**src/rtl/eth_pkg.sv**
```systemverilog
// Shared Ethernet types: OutFIFO status/command structs, pointer and length types,
// and the TX launch scheduler state enum.
package eth_pkg;

   localparam int ETH_OUTFIFO_KB_SIZE = 2;
   localparam int ETH_TX_DESC_SLOTS   = 4;

   typedef logic [15:0] ptr_t;
   typedef logic [15:0] udp_length_t;

   typedef struct packed {
      ptr_t rd_ptr;
      ptr_t wr_ptr;
      logic empty;
      logic full;
      logic done;
   } s_fifo_st_t;

   typedef struct packed {
      logic        clear;
      logic        start;
      udp_length_t length;
   } s_fifo_cmd_t;

   typedef enum logic [2:0] {
      IDLE_TXS_ST      = 3'd0,
      WAIT_DATA_TXS_ST = 3'd1,
      STREAM_TXS_ST    = 3'd2,
      RELEASE_TXS_ST   = 3'd3,
      CLEAR_TXS_ST     = 3'd4
   } tx_sched_st_t;

endpackage

```
**src/rtl/eth_fifo.sv**
```systemverilog
// Small synchronous FIFO with first-word-fall-through head and a synchronous flush.
// Push is ignored when full, pop is ignored when empty.
module eth_fifo #(
   parameter int SLOTS = 4,
   parameter int WIDTH = 16
) (
   input  logic             i_clk,
   input  logic             i_rst,
   input  logic             i_flush,
   input  logic             i_push,
   input  logic [WIDTH-1:0] i_data,
   input  logic             i_pop,
   output logic [WIDTH-1:0] o_head,
   output logic             o_empty,
   output logic             o_full
);

   localparam int AW = $clog2(SLOTS);

   logic [WIDTH-1:0] r_mem [SLOTS];
   logic [AW:0]      r_wr;
   logic [AW:0]      r_rd;
   logic             w_do_push;
   logic             w_do_pop;

   assign w_do_push = i_push & ~o_full;
   assign w_do_pop  = i_pop & ~o_empty;

   always_ff @(posedge i_clk) begin
      if (i_rst || i_flush) begin
         r_wr <= '0;
         r_rd <= '0;
      end else begin
         if (w_do_push) r_wr <= r_wr + 1'b1;
         if (w_do_pop)  r_rd <= r_rd + 1'b1;
      end
   end

   always_ff @(posedge i_clk) begin
      if (w_do_push) r_mem[r_wr[AW-1:0]] <= i_data;
   end

   // Extra pointer MSB distinguishes full from empty when the indices match.
   assign o_empty = (r_wr == r_rd);
   assign o_full  = (r_wr[AW] != r_rd[AW]) && (r_wr[AW-1:0] == r_rd[AW-1:0]);
   assign o_head  = r_mem[r_rd[AW-1:0]];

endmodule

```
**src/rtl/eth_tx_sched.sv**
```systemverilog
// OutFIFO packet launch scheduler: queues length descriptors, starts a packet once enough
// bytes are resident, sequences FIFO clears. Optional WAIT_DATA watchdog: ETH_TX_SCHED_WDT_EN.
import eth_pkg::*;

module eth_tx_sched #(
   parameter int DESC_SLOTS = ETH_TX_DESC_SLOTS,
   parameter int FIFO_BYTES = ETH_OUTFIFO_KB_SIZE * 1024,
   parameter int WDT_CYCLES = 65535
) (
   input  logic         clk_eth,
   input  logic         rst_eth,
   input  logic         desc_valid_i,
   input  udp_length_t  desc_len_i,
   output logic         desc_ready_o,
   input  logic         clear_req_i,
   input  s_fifo_st_t   fifo_st_i,
   output s_fifo_cmd_t  fifo_cmd_o,
   output logic         busy_o,
   output logic [15:0]  sent_cnt_o,
   output logic [15:0]  drop_cnt_o,
   output logic         err_o,
   output tx_sched_st_t dbg_state_o
);

   tx_sched_st_t r_state;
   tx_sched_st_t w_nxt;
   udp_length_t  r_len;
   logic         r_clear_pend;
   logic [15:0]  r_sent;
   logic [15:0]  r_drop;
   udp_length_t  w_head;
   ptr_t         w_occ;
   logic         w_q_empty, w_q_full, w_push, w_pop, w_flush;
   logic         w_drop, w_sent, w_load_len, w_len_bad, w_wdt_trip;
   logic         w_unused_st;

   // Descriptor handshake: a transfer happens on a cycle where desc_valid_i && desc_ready_o;
   // ready depends only on registered state, never on desc_valid_i.
   assign desc_ready_o = ~w_q_full & (r_state != CLEAR_TXS_ST);
   assign w_push       = desc_valid_i & desc_ready_o;

   eth_fifo #(
      .SLOTS (DESC_SLOTS),
      .WIDTH ($bits(udp_length_t))
   ) u_desc_q (
      .i_clk   (clk_eth),
      .i_rst   (rst_eth),
      .i_flush (w_flush),
      .i_push  (w_push),
      .i_data  (desc_len_i),
      .i_pop   (w_pop),
      .o_head  (w_head),
      .o_empty (w_q_empty),
      .o_full  (w_q_full)
   );

   // Modular subtraction keeps occupancy right across pointer wrap.
   assign w_occ       = fifo_st_i.wr_ptr - fifo_st_i.rd_ptr;
   assign w_len_bad   = (w_head == '0) || (32'(w_head) > 32'(FIFO_BYTES));
   assign w_unused_st = fifo_st_i.empty ^ fifo_st_i.full;

`ifdef ETH_TX_SCHED_WDT_EN
   logic [15:0] r_wdt;

   always_ff @(posedge clk_eth) begin
      if (rst_eth || r_state != WAIT_DATA_TXS_ST) r_wdt <= '0;
      else                                       r_wdt <= r_wdt + 16'd1;
   end

   assign w_wdt_trip = (r_state == WAIT_DATA_TXS_ST) && !r_clear_pend &&
                       (w_occ < r_len) && (r_wdt == 16'(WDT_CYCLES - 1));
`else
   assign w_wdt_trip = 1'b0;
`endif

   always_comb begin
      w_nxt      = r_state;
      w_pop      = 1'b0;
      w_drop     = 1'b0;
      w_sent     = 1'b0;
      w_load_len = 1'b0;
      w_flush    = 1'b0;
      case (r_state)
         IDLE_TXS_ST: begin
            if (r_clear_pend) begin
               w_nxt = CLEAR_TXS_ST;
            end else if (!w_q_empty) begin
               if (w_len_bad) begin
                  w_pop  = 1'b1;
                  w_drop = 1'b1;
               end else begin
                  w_load_len = 1'b1;
                  w_nxt      = WAIT_DATA_TXS_ST;
               end
            end
         end
         WAIT_DATA_TXS_ST: begin
            if (r_clear_pend)       w_nxt = CLEAR_TXS_ST;
            else if (w_occ >= r_len) w_nxt = STREAM_TXS_ST;
            else if (w_wdt_trip) begin
               w_pop  = 1'b1;
               w_drop = 1'b1;
               w_nxt  = CLEAR_TXS_ST;
            end
         end
         STREAM_TXS_ST: begin
            if (fifo_st_i.done) begin
               w_pop  = 1'b1;
               w_sent = 1'b1;
               w_nxt  = RELEASE_TXS_ST;
            end
         end
         RELEASE_TXS_ST: w_nxt = r_clear_pend ? CLEAR_TXS_ST : IDLE_TXS_ST;
         CLEAR_TXS_ST: begin
            w_flush = 1'b1;
            w_nxt   = IDLE_TXS_ST;
         end
         default: w_nxt = IDLE_TXS_ST;
      endcase
   end

   always_ff @(posedge clk_eth) begin
      if (rst_eth) begin
         r_state      <= IDLE_TXS_ST;
         r_len        <= '0;
         r_clear_pend <= 1'b0;
         r_sent       <= '0;
         r_drop       <= '0;
      end else begin
         r_state <= w_nxt;
         if (w_load_len) r_len <= w_head;
         // A clear request is only acted on outside STREAM; holding it here defers it.
         if (r_state == CLEAR_TXS_ST)         r_clear_pend <= 1'b0;
         else if (clear_req_i || w_wdt_trip) r_clear_pend <= 1'b1;
         if (w_sent) r_sent <= r_sent + 16'd1;
         if (w_drop) r_drop <= r_drop + 16'd1;
      end
   end

   assign fifo_cmd_o.clear  = (r_state == CLEAR_TXS_ST);
   assign fifo_cmd_o.start  = (r_state == STREAM_TXS_ST);
   assign fifo_cmd_o.length = r_len;
   assign busy_o            = (r_state != IDLE_TXS_ST) | ~w_q_empty;
   assign sent_cnt_o        = r_sent;
   assign drop_cnt_o        = r_drop;
   assign err_o             = w_drop;
   assign dbg_state_o       = r_state;

endmodule

```
**config.mk**
```make
export PLATFORM = sky130hd
export DESIGN_NAME = eth_tx_sched
export DESIGN_NICKNAME = d
export VERILOG_FILES = /design/src/rtl/eth_pkg.sv /design/src/rtl/eth_fifo.sv /design/src/rtl/eth_tx_sched.sv
export SDC_FILE = /design/constraint.sdc
export NUM_CORES = 1
export LEC_CHECK = 0
export CAP_MARGIN = 10
export CORE_MARGIN = 1.5
export CORE_UTILIZATION = 57
export CTS_BUF_LIST = sky130_fd_sc_hd__clkbuf_16
export DETAILED_ROUTE_END_ITERATION = 8
export PLACE_DENSITY = 0.92
export SETUP_SLACK_MARGIN = 0.3
export SYNTH_ARGS = -nofsm -noshare
export SYNTH_HDL_FRONTEND = slang
export SYNTH_SLANG_ARGS = --single-unit
export TNS_END_PERCENT = 20
```
**constraint.sdc**
```tcl
create_clock -name clk_eth -period 11 [get_ports clk_eth]
set_clock_uncertainty 0.1 [all_clocks]
set_input_delay 3.3 -clock clk_eth [delete_from_list [all_inputs] [get_ports clk_eth]]
set_output_delay 3.3 -clock clk_eth [all_outputs]
set_load 0.005 [all_outputs]
```
# Word level (Yosys, flattened, before mapping)
# Memories as Yosys holds them, arrays and structs flattened. A register that Yosys moved wholly into a read port is not among the register bits.
# Index checks and enable logic that the tools add are counted.
[classes] add_sub_neg=5 order_cmp=2 n_eq_ne=12 n_mux=24 n_bitwise=7 n_reduce_logical=8
[ops] cell="adder 16 x 1 -> 16 bit (second input constant)" count=2
[ops] cell="two-way mux 3 bit" count=7
[ops] cell="greater-or-equal comparator 16 bit" count=1
[ops] cell="greater-than comparator 16 x 12 -> 1 bit (second input constant)" count=1
[ops] cell="zero test 16 bit" count=1
[ops] cell="subtractor 16 bit" count=1
[ops] cell="two-way mux 1 bit" count=13
[ops] cell="!= test 3 bit (second input constant)" count=4
[ops] cell="one-hot mux 3 bit (4 select lines)" count=1
[ops] cell="adder 3 x 1 -> 3 bit (second input constant)" count=2
[ops] cell="== test 3 x 2 -> 1 bit (second input constant)" count=2
[ops] cell="bitwise AND 1 bit" count=4
[ops] cell="two-way mux 2 bit" count=2
[ops] cell="AND reduction 4 bit" count=1
[ops] cell="== test 3 x 1 -> 1 bit (second input constant)" count=1
[ops] cell="== test 3 bit" count=1
[ops] cell="== test 3 bit (second input constant)" count=1
[ops] cell="zero test 3 bit" count=1
[ops] cell="nonzero test 3 bit" count=1
[ops] cell="== test 2 bit" count=1
[ops] cell="logical OR 1 bit" count=2
[ops] cell="!= test 2 bit (second input constant)" count=1
[ops] cell="inverter 1 bit" count=2
[ops] cell="one-hot mux 1 bit (2 select lines)" count=1
[ops] cell="4 further kinds" count=4
[word_totals] reg_bits=58 ram_bits=64 in_bits=55 out_inout_bits=56 elab_cells=66 memories=1
[mem_list] memory="u_desc_q.r_mem" depth=4 word_bits=16 rd=1 rd_clocked_by_memory_dff=1 wr=1 line_no="eth_fifo.sv:20" source="logic [WIDTH-1:0] r_mem [SLOTS];"

# Logic depth before layout (Yosys ltp)
[depth] depth_word=9 ltp_mapped=17 mapped_depth_nobuf=17

# Cells and area by module
# Synthesis repeated with hierarchy kept, for this count alone.
[unflattened] hier_cells=565 area_unflattened_um2=6208.5
[by_module_without_submodules] mod="eth_tx_sched" n_inst=1 cells_each=413 area_each_um2=3328.2 seq_area_each_um2=1041.0
[by_module_without_submodules] mod="eth_fifo" n_inst=1 cells_each=152 area_each_um2=2880.3 seq_area_each_um2=2082.0

# Worst setup path before layout
# No wires, ideal clock.
[synth_path] path_kind="input to register" start="input port fifo_st_i[20] in the netlist's numbering" end="register r_state[1], in the netlist dbg_state_o[1]" setup_time_ns=0.121 arrival_time_ns=6.039 required_ns=10.779 setup_slack_ns=4.740 path_stages=15 path_buffers=0 path_cell_list="inv_1 > ha_1 > nor2b_1 > o31a_1 > o41ai_1 > o21ai_0 > xnor2_1 > ha_1 > a21o_1 > a21o_1 > a2111oi_0 > o211ai_1 > nand4_1 > a21o_1 > o21ai_0"
[synth_via] elab_chain_cells=4
[synth_rtl] item="start, declared" line_no="eth_tx_sched.sv:16" source="input s_fifo_st_t fifo_st_i,"
[synth_rtl] item="subtractor 16 bit" line_no="eth_tx_sched.sv:58" source="assign w_occ = fifo_st_i.wr_ptr - fifo_st_i.rd_ptr;"
[synth_rtl] item="greater-or-equal comparator 16 bit" line_no="eth_tx_sched.sv:99" source="else if (w_occ >= r_len) w_nxt = STREAM_TXS_ST;"
[synth_rtl] item="!= test 3 bit (no source line)"
[synth_rtl] item="AND reduction 4 bit (no source line)"
[synth_rtl] item="end signal, assigned" line_no="eth_tx_sched.sv:130" source="r_state <= w_nxt;"
[synth_rtl] item="end, declared" line_no="eth_tx_sched.sv:25" source="tx_sched_st_t r_state;"
# No other way between the ends.
# A chain may end at the register's enable or synchronous reset.

==> summary.md <==
| Metric | Value |
|---|---|
| Status | finished clean |
| R2R setup slack | 6730 ps |
| CTS tree | done |
| Placed Area | roughly 0.0073 sq mm |
| DIE AREA | 0.0113 sq mm |
| Pwr Density | ~170 mW/mm^2 |
| #FFs+latches synth | 124 |
| Number of standard cells after synthesis | 547 |
| Hold_ws | 387 ps |
| Final net count | 753 |
| Final core occ | roughly 76% |
| Share of layout cells above drive strength 1 | 8.18% |
| Cell-internal power | 0.986 mW |
| Synth Cell Area | 0.00608 sq mm |
| Sequential cell area | 0.00312 sq mm |
| TNS Setup | 0 ps |
| Met1 GRT Util | 27.8% |
| Ys Warns | 0 |
| HPWL after DPL | 9270 um |
| Die Height | 106 um |
| Cell accounting for the most synthesized area | edfxtp_1 |
| Post-synth EDFFs | 64 |
| GRT Util Overall | between 20% and 30% |
| Clock share of power | roughly 43% |
| WL per Instance | 16.7 um |
| R2R depth | 7 |
| Net Switching | 0.354 mW |
| Worst Path Max Fanout | 16 |
| Worst-margin pin slew | roughly 980 ps |
| Residual DRC | 0 |
| Initial Utilization | 58.9% |
| Hold Fails Final Rpt | 0 |
| Port bufs | 108 |
| Final Cell Area | 0.00786 sq mm |
| Crit end category | output pin |
| Synth top area cells | edfxtp_1 (32%), dfxtp_1 (20%), ha_1 (7.8%), mux4_2 (4.4%), nor2_1 (4.3%) |
| Combinational share of power | approximately 17% |
| FILL cells | 653 |
| Clock-pin slew on the worst setup and hold paths | 60 ps |
| Slew HR | approximately a third |
| Worst skew pair latency | 410 ps |
| Critical Path RT | 7600 ps |
| WL final | ~13,000 um |
| Post-synth top area share | 31.6% |
| Post-CTS setup buffer count | 0 |
| Syn avg cell area | 11.1 sq um |
| Power, Total | 1.34 mW |
| Root Buffer | clkbuf_16 |
| DIE WIDTH | 106 um |
| Total number of vias | roughly 4,500 |
| Sink Count | 124 |
| Vias in the first global route | ~4,700 |
| GR Layer Usage met2 | 45.3% |
| Vias/cell | 5.60 |
| N_diodes | 0 |
| Grt peak-use layer | met2 |
| Crit path time final | 7590 ps |
| Worst Path Arrival | around 4200 ps |
| Area Growth Syn to Fin | 29.4% |
| Share of flip-flops with an asynchronous set or reset | 0% |
| Detailed Route Iter0 Violations | roughly 250 |
| Antenna violation net count after detailed routing | 0 |
| Worst R2R End | drop_cnt_o[13] |
| CTS resizes | 0 |
| Pre-antenna DRT Iters | 4 |
| Bufs on Longest Clock Path | 2 |
| MaxCap Viol Count | 0 |
| Flop pwr share | 40.2% |
| Slew Viols, Final | 0 |
| Leak | 2.96 nW |
| Wire length of the first global-routing pass | 21,800 um |
| Startpoint Class | flip-flop |
| Maximum vdd ir drop | approximately 0.19 mV |
| Worst Hold End | r_len[15] |
| Antenna violations before repair | 0 |
| Final Cycle Share | 69.0% |
| Crit path kind | flip-flop to output pin |
| Hold_buf cts | 0 |
| Ys flop type | edfxtp_1 |
| Final Wtd Congestion | 0.806 |
| Cell depth of the worst hold path | 1 |
| RSZ-0062 raised after global routing | false |
| Sequential cell area fraction in the yosys report | 51.4% |
| Syn Nets | 641 |
| Final Setup Violations | 0 |
| Min-delay src | r_len[15] |
| Num ports | 111 |
| FMAX | between 100 and 150 MHz |
| Yosys cell types | 55 |
| Rows | 37 |
| Overflow after GRT | 0 |
| Multi-input logic area | 0.00271 sq mm |
| Largest net degree at the start of global routing | 58 |
| GR Util met3 | around 5.2% |
| CTS buffer count | 17 |
| Worst hold path class | flip-flop to flip-flop |
| Core Box Area | 0.0103 sq mm |
| Switching share of power | a little over a quarter |
| H-tree lvl count | 4 |
[cells by family (layout without fill, tap and decap cells)]
kind of cell	after synthesis	after routing	synth area share [%]
XOR/XNOR	36	36	5.19
adder cells (fa/ha/maj)	39	39	8.15
AND/OR/NAND/NOR	187	187	15.8
AO/OA/AOI/OAI	69	69	7.47
buffers and inverters	59	184	3.97
flip-flops	124	124	51.4
multiplexers	33	33	8.05
[layer usage]
metal  vias to the layer above  share of wire (%)
li1                       2197                  -
met4                         0                2.1
met1                      2176                 41
met2                       122                 52
met3                        29                4.2
met5                         -                  0
[worst max-delay path, stage by stage (launching register included)]
cell and delay, ps:
dfxtp_1 940, mux4_2 620, or4_1 610, or4_4 600, a31oi_4 410, clkdlybuf4s50_1 590
[area by class of cell]
type / count / area share, %
flip-flops and latches: 124 / 39.7
multi-input cells: 364 / 34.5
repair buffers: 109 / 13.8
clock buffers: 17 / 5.41
clock inverters: 15 / 2.37
well taps: 136 / 2.16
inverters: 43 / 2.05
[flip-flops by register name (all words and copies together), names as in the netlist, named ones only]
register / count
sent_cnt_o: 16
u_desc_q.r_rd: 3
dbg_state_o: 3
r_len: 16
r_clear_pend: 1
drop_cnt_o: 16
u_desc_q.r_wr: 3
u_desc_q.r_mem: 64
[worst max path at each step]
stage                                 to  slack (ps)  depth (start not counted)
after floorplan           dbg_state_o[1]        4740                         15
after global placement    dbg_state_o[1]        3830                         16
after detailed placement  dbg_state_o[1]        3760                         16
after CTS                          err_o        3350                          5
after global routing               err_o        3220                          5
final                              err_o        3410                          5
[cells in the mapped netlist (8+ instances only)]
| master | number |
|---|---|
| and2_1 | 9 |
| dfxtp_1 | 60 |
| nor2b_1 | 13 |
| o21ai_0 | 15 |
| nand3_1 | 10 |
| mux2i_1 | 14 |
| edfxtp_1 | 64 |
| clkbuf_1 | 10 |
| a21oi_1 | 20 |
| xnor2_1 | 18 |
| and3_1 | 8 |
| nand4_1 | 11 |
| ha_1 | 38 |
| inv_1 | 43 |
| xor2_1 | 18 |
| mux4_2 | 12 |
| nand2_1 | 24 |
| nor2_1 | 69 |
[stage by stage]
stage                     std cells  worst slack, ps
final                           808             3410
after global routing            808             3220
after CTS                       808             3350
after detailed placement        776             3760
after global placement          776             3830
after floorplan                 547             4740
[cell usage in the layout, fill, tap and decap left out, drive strengths merged, types with 14 or more instances in the layout]
| cell type | n |
|---|---|
| o21ai | 15 |
| xor2 | 18 |
| nor2 | 69 |
| nand2 | 25 |
| clkbuf | 17 |
| dfxtp | 60 |
| edfxtp | 64 |
| mux2i | 14 |
| inv | 48 |
| clkdlybuf4s50 | 107 |
| a21oi | 20 |
| xnor2 | 18 |
| ha | 38 |
[power by group through the flow]
stage	Clock [mW]	Sequential [mW]	Combinational (mW)
3_5_place_dp	0	0.548	0.222
4_1_cts	0.581	0.539	0.227
6_report	0.575	0.538	0.227
5_1_grt	0.604	0.542	0.247
3_3_place_gp	0	0.545	0.210
2_1_floorplan	0	0.530	0.163
(Power assumes the default switching activity.)
